`config.mk`:
```
export PLATFORM = sky130hd
export DESIGN_NAME = tri_bus_arbiter
export DESIGN_NICKNAME = d
export VERILOG_FILES = /design/src/rtl/tri_bus_arbiter.sv
export SDC_FILE = /design/constraint.sdc
export NUM_CORES = 1
export LEC_CHECK = 0
export CAP_MARGIN = 15
export CORE_MARGIN = 2
export CORE_UTILIZATION = 53
export CTS_BUF_LIST = sky130_fd_sc_hd__clkbuf_8 sky130_fd_sc_hd__clkbuf_16
export DETAILED_ROUTE_END_ITERATION = 6
export PLACE_DENSITY = 0.89
export SYNTH_ARGS = -nofsm -noshare
export SYNTH_HDL_FRONTEND = slang
export SYNTH_SLANG_ARGS = --single-unit
```
`constraint.sdc`:
```
create_clock -name clk -period 3.9 [get_ports clk]
set_input_delay 0.585 -clock clk [delete_from_list [all_inputs] [get_ports clk]]
set_output_delay 0.585 -clock clk [all_outputs]
set_load 0.1 [all_outputs]
```
`src/rtl/tri_bus_arbiter.sv`:
```
// ============================================================================
// Module   : tri_bus_arbiter
// Purpose  : Round-robin owner arbiter for a shared tri-state bus. It drives a
//            registered one-hot grant with matching active-low buffer enables,
//            and leaves TA_CYC dead cycles after every release.
// Options  : TRI_ARB_TIMEOUT_EN limits each grant to MAX_HOLD cycles.
// Revision : 1.0 - initial release
// ============================================================================
`default_nettype none

module tri_bus_arbiter #(
    parameter int N        = 4,
    parameter int IDW      = 2,
    parameter int MAX_HOLD = 8,
    parameter int TA_CYC   = 1
) (
    input  logic           clk,
    input  logic           rst,
    input  logic [N-1:0]   req,
    output logic [N-1:0]   gnt,
    output logic [N-1:0]   oe_n,
    output logic           busy,
    output logic [IDW-1:0] owner
);

    typedef enum logic [1:0] {
        ST_IDLE  = 2'd0,
        ST_GRANT = 2'd1,
        ST_TURN  = 2'd2
    } state_t;

`ifdef TRI_ARB_TIMEOUT_EN
    localparam logic c_timeout_en = 1'b1;
`else
    localparam logic c_timeout_en = 1'b0;
`endif
    localparam logic [7:0]     c_hold_last = 8'(MAX_HOLD - 1);
    localparam logic [3:0]     c_ta_last   = 4'(TA_CYC - 1);
    localparam logic [N-1:0]   c_one       = {{(N-1){1'b0}}, 1'b1};
    localparam logic [IDW-1:0] c_ptr_rst   = IDW'(N - 1);

    state_t         r_state, w_state_nxt;
    logic [N-1:0]   r_gnt, w_gnt_nxt;
    logic [N-1:0]   r_oe_n;
    logic [IDW-1:0] r_owner, w_owner_nxt;
    logic [IDW-1:0] r_ptr, w_ptr_nxt;
    logic [7:0]     r_hold, w_hold_nxt;
    logic [3:0]     r_ta, w_ta_nxt;

    logic           w_found;
    logic [IDW-1:0] w_win;
    logic [IDW-1:0] w_cand;
    logic           w_release;

    // Rotating search: the candidate right after the last winner goes first.
    always_comb begin
        w_found = 1'b0;
        w_win   = '0;
        w_cand  = '0;
        for (int i = 1; i <= N; i++) begin
            w_cand = IDW'((int'(r_ptr) + i) % N);
            if (!w_found && req[w_cand]) begin
                w_found = 1'b1;
                w_win   = w_cand;
            end
        end
    end

    // Timeout and owner-drop coincide into one release.
    assign w_release = !req[r_owner] || (c_timeout_en && (r_hold == c_hold_last));

    always_comb begin
        w_state_nxt = r_state;
        w_gnt_nxt   = r_gnt;
        w_owner_nxt = r_owner;
        w_ptr_nxt   = r_ptr;
        w_hold_nxt  = r_hold;
        w_ta_nxt    = r_ta;
        case (r_state)
            ST_GRANT: begin
                if (w_release) begin
                    w_gnt_nxt   = '0;
                    w_ta_nxt    = '0;
                    w_state_nxt = ST_TURN;
                end else if (r_hold != 8'hFF) begin
                    w_hold_nxt = r_hold + 8'd1;
                end
            end
            ST_IDLE, ST_TURN: begin
                if (r_state == ST_TURN && r_ta != c_ta_last) begin
                    w_ta_nxt = r_ta + 4'd1;
                end else if (w_found) begin
                    w_gnt_nxt   = c_one << w_win;
                    w_owner_nxt = w_win;
                    w_ptr_nxt   = w_win;
                    w_hold_nxt  = '0;
                    w_state_nxt = ST_GRANT;
                end else begin
                    w_gnt_nxt   = '0;
                    w_state_nxt = ST_IDLE;
                end
            end
            default: begin
                w_gnt_nxt   = '0;
                w_state_nxt = ST_IDLE;
            end
        endcase
    end

    always_ff @(posedge clk or negedge rst) begin
        if (!rst) begin
            r_state <= ST_IDLE;
            r_gnt   <= '0;
            r_oe_n  <= '1;
            r_owner <= '0;
            r_ptr   <= c_ptr_rst;
            r_hold  <= '0;
            r_ta    <= '0;
        end else begin
            r_state <= w_state_nxt;
            r_gnt   <= w_gnt_nxt;
            r_oe_n  <= ~w_gnt_nxt;
            r_owner <= w_owner_nxt;
            r_ptr   <= w_ptr_nxt;
            r_hold  <= w_hold_nxt;
            r_ta    <= w_ta_nxt;
        end
    end

    assign gnt   = r_gnt;
    assign oe_n  = r_oe_n;
    assign busy  = (r_state != ST_IDLE);
    assign owner = r_owner;

endmodule

`default_nettype wire

```
* Word level (Yosys, flattened, before mapping)
Cells that the tools add are included.
Word-level totals: register bits 18, input bits 6, output and inout bits 11, logic and storage cells 68
Operators by class: add/sub/neg operators 5, order comparisons 5, equal/unequal tests 5, shift-type cells 1, multiplexer cells 29, bitwise operators 2, reduce and logical (&&, ||, !) cells 15
Operators by type and width (number):
- 2-to-1 mux 4 bit | 5
- one-hot mux 4 bit (2 select lines) | 2
- less-than comparator 2 x 3 -> 1 bit, second input constant | 5
- 2-to-1 mux 2 bit | 6
- binary-select mux 1 bit (select 2 bit) | 5
- 2-to-1 mux 1 bit | 10
- != test 2 bit, second input constant | 3
- AND reduction 3 bit | 2
- adder 2 x 1 -> 2 bit, second input constant | 2
- adder 2 bit, second input constant | 2
- adder 4 x 1 -> 4 bit, second input constant | 1
- logical AND 1 bit | 4
- NOT 4 bit | 1
- one-hot mux 2 bit (2 select lines) | 1
- nonzero test 2 bit | 2
- nonzero test 4 bit | 1
- << shifter 1 x 2 -> 4 bit, first input constant | 1
- zero test 1 bit | 3
- == test 2 x 1 -> 1 bit, second input constant | 1
- == test 2 bit, second input constant | 1
- zero test 2 bit | 1
- AND reduction 2 bit | 1
- OR reduction 2 bit | 1
- NOT 1 bit | 1

* Depth between registers and ports, before layout
depth in word-level cells 18, depth in mapped cells 7, mapped depth without buffers 6

* Worst setup path before layout
Ideal clock, no wire load.
kind register to register, start point register r_owner[1], in the netlist owner[1], end point register r_gnt[1], in the netlist gnt[1], setup time 122 ps, arrival time 2079 ps, data required time 3778 ps, path slack 1699 ps, stages on the path, launching flop included 6, buffers on the path 1, clock period less this slack 2201 ps, cells stage by stage dfrtp_1 mux4_2 nand2_1 nand2b_4 buf_6 a22o_1
Between the ends: longest elaborated chain between the ends 4
RTL lines:
- start: declaration | line 45 | logic [IDW-1:0] r_owner, w_owner_nxt;
- start signal: assignment | line 123 | r_owner <= w_owner_nxt;
- binary-select mux 1 bit (select 2 bit) | line 70 | assign w_release = !req[r_owner] || (c_timeout_en && (r_hold == c_hold_last));
- 2-to-1 mux 1 bit (not written as such) | line 70
- 2-to-1 mux 4 bit | line 81 | if (w_release) begin
- one-hot mux 4 bit (2 select lines) | line 79 | case (r_state)
- net w_gnt_nxt[1] | line 43 | logic [N-1:0] r_gnt, w_gnt_nxt;
- end signal: assignment | line 121 | r_gnt <= w_gnt_nxt;
- end: declaration | line 43
The timed path passes the listed nets, and every way through them passes these cells. The select of a mux whose other input is x is not followed. A chain may end at the register's enable or synchronous reset.

* Final worst setup path
start point register r_state[0], end point output port busy
Between the ends: longest elaborated chain between the ends 1
RTL lines:
- start: declaration | line 42 | state_t r_state, w_state_nxt;
- start signal: assignment | line 120 | r_state <= w_state_nxt;
- nonzero test 2 bit | line 132 | assign busy = (r_state != ST_IDLE);
- end: declaration | line 22 | output logic busy,
Every way passes these cells.

==> metrics.txt <==
IO buf count=16; row count=14; vias in the first global route=670; Clock Skews=0.00786 ns; first-pass iteration count of the detailed router=4; setup_tns=0 ns; Netlist cell types=35; die area=2030 µm²; CTS clk-pin slew, worst paths=0.07 ns; sequential area share after synthesis=51.3%; fraction of layout cells with a size suffix above 1=19.1%; outcome=completed; crit path time final=2.54 ns; core area=1540 µm²; max-cap check violation count=0; Least-Margin Pin Slew=0.971 ns; number of DRC markers in iteration 0=10; yosys warns=0; element type at the critical path end=primary output; Ports=17; crit path max fanout=5; wire length per cell=14.8 µm; Arr. time, crit path=1.95 ns; cells after synthesis=75; width of the die=45.0 µm; Nets=103; period utilization=65.0%; CP Launch Type=flop; Final setup violation count=0; clock tree sinks=18; CP Class=flop to primary output; FFs w/ async S/R, synth=100%; later-pin clock latency in the skew report=0.25 ns; GP Congestion=0.850; CP required=3.31 ns; Filler cells=113; commonest non-fill, non-tap cell in the layout=clkdlybuf4s50_1; CTS tree=built; Area Growth Syn to Fin=25.1%; pin count of the biggest net entering global routing=19; DR vias/cell=5.73; Post-CTS Setup Bufs=0; final setup margin=1.36 ns; final wirelength=1630 µm; via count=630; GRT Util Overall=18.9%; DRC viols=0; min-delay worst type=flop to flop; Initial Util=57.9%; Worst Hold Launch=gnt[0]$_DFF_PN0_; Synth Flop Type=dfrtp_1; CTS Hold Bufs=0; CP Launch Point=r_state[0]$_DFFE_PN0P_; Fin. Hold Viols=0; Max Freq=394 MHz; Fin Hold WS=0.450 ns; Slew Limit Fails=0; synthesized area=892 µm²; DRT antenna net count=0; # resized after CTS=0; Slew headroom=35.1%; Die Ht=45.0 µm; most frequent cells in the layout=clkdlybuf4s50_1, dfrtp_1, dfstp_2; RR Startpoint=r_ta[0]$_DFFE_PN0P_; RSZ-0062 raised after global routing=no; final core occ=72.4%; Post-synth EDFFs=0; Root Driver=clkbuf_8; Synth Register Bits=18; number of buffers created by CTS=3; # diodes=0; # H-tree levels=1; Setup WS pre-CTS=1.60 ns; initial antenna violation count=0; clk buf depth=2; syn_area_per_cell=11.9 µm²; total grt overflow=0; syn_nets=83; Detail Placement HPWL=1200 µm; first-pass GRT wire length=2810 µm
[cell usage after synthesis (2+ instances only)]
master	n	area, µm²
inv_1	4	15.0
a22o_1	2	17.5
nand2b_1	5	31.3
a22oi_1	2	15.0
a2bb2oi_1	2	17.5
nor2_1	4	15.0
o2bb2ai_1	2	17.5
dfrtp_1	12	300
xor2_1	2	17.5
dfstp_2	6	158
mux2_2	2	22.5
nand2_1	4	15.0
o21ai_0	4	20.0
ha_1	2	25.0
nor2b_1	2	12.5
[sequential cells by signal, summed over array words and instances, names as in the netlist]
signal,flops
gnt,4
oe_n,4
owner,2
r_ptr,2
r_state,2
r_ta,4
[stage by stage]
step	cells	cell area [µm²]
floorplan	75	892
global placement	106	1060
detailed placement	106	1060
CTS	110	1120
global route	110	1120
finish	110	1120
[cells by family after synthesis]
logic type	Yosys count	synth area share, %
simple gates	25	17.3
compound gates	19	17.5
flops	18	51.3
buf+inv	5	2.94
mux	4	6.17
xor+xnor	2	1.96
fa+ha+maj	2	2.80
[critical path, stage by stage, from the launching register on]
cell,delay [ns]
dfrtp_1,0.43
or2_2,0.31
clkdlybuf4s50_1,0.97
[cell type report]
type                    instances  area [µm²]  area share [%]
flip-flops and latches         18         458            41.0
repair buffers                 16         160            14.3
clock buffers                   4        55.1            4.93
inverters                       4        15.0            1.35
well taps                      16        20.0            1.79
multi-input cells              52         408            36.5
[routing by layer]
layer	vias to the layer above	wire length [µm]	part of all wire [%]	track usage, %
li1	305	-	-	-
met1	303	758	47	24.7
met2	18	791	49	31.1
met3	4	51	3.1	2.00
met4	0	23	1.4	9.41
met5	-	0	0	0
[worst paths after layout]
| path | end | slack [ns] | cells after the start |
|---|---|---|---|
| min in group asynchronous | r_ta[3]$_DFFE_PN0P_ | 0.79 | 1 |
| worst max register to register | owner[0]$_DFFE_PN0P_ | 1.94 | 5 |
| worst min register to register | oe_n[0]$_DFF_PN1_ | 0.45 | 1 |
| worst max-delay path | busy | 1.36 | 2 |
| max in group asynchronous | r_ta[0]$_DFFE_PN0P_ | 2.61 | 1 |
| worst min-delay path | oe_n[0]$_DFF_PN1_ | 0.45 | 1 |
Power is left out: the tool's default activity adds up to more than one toggle a clock period on the data nets, which glitch-free logic cannot reach.
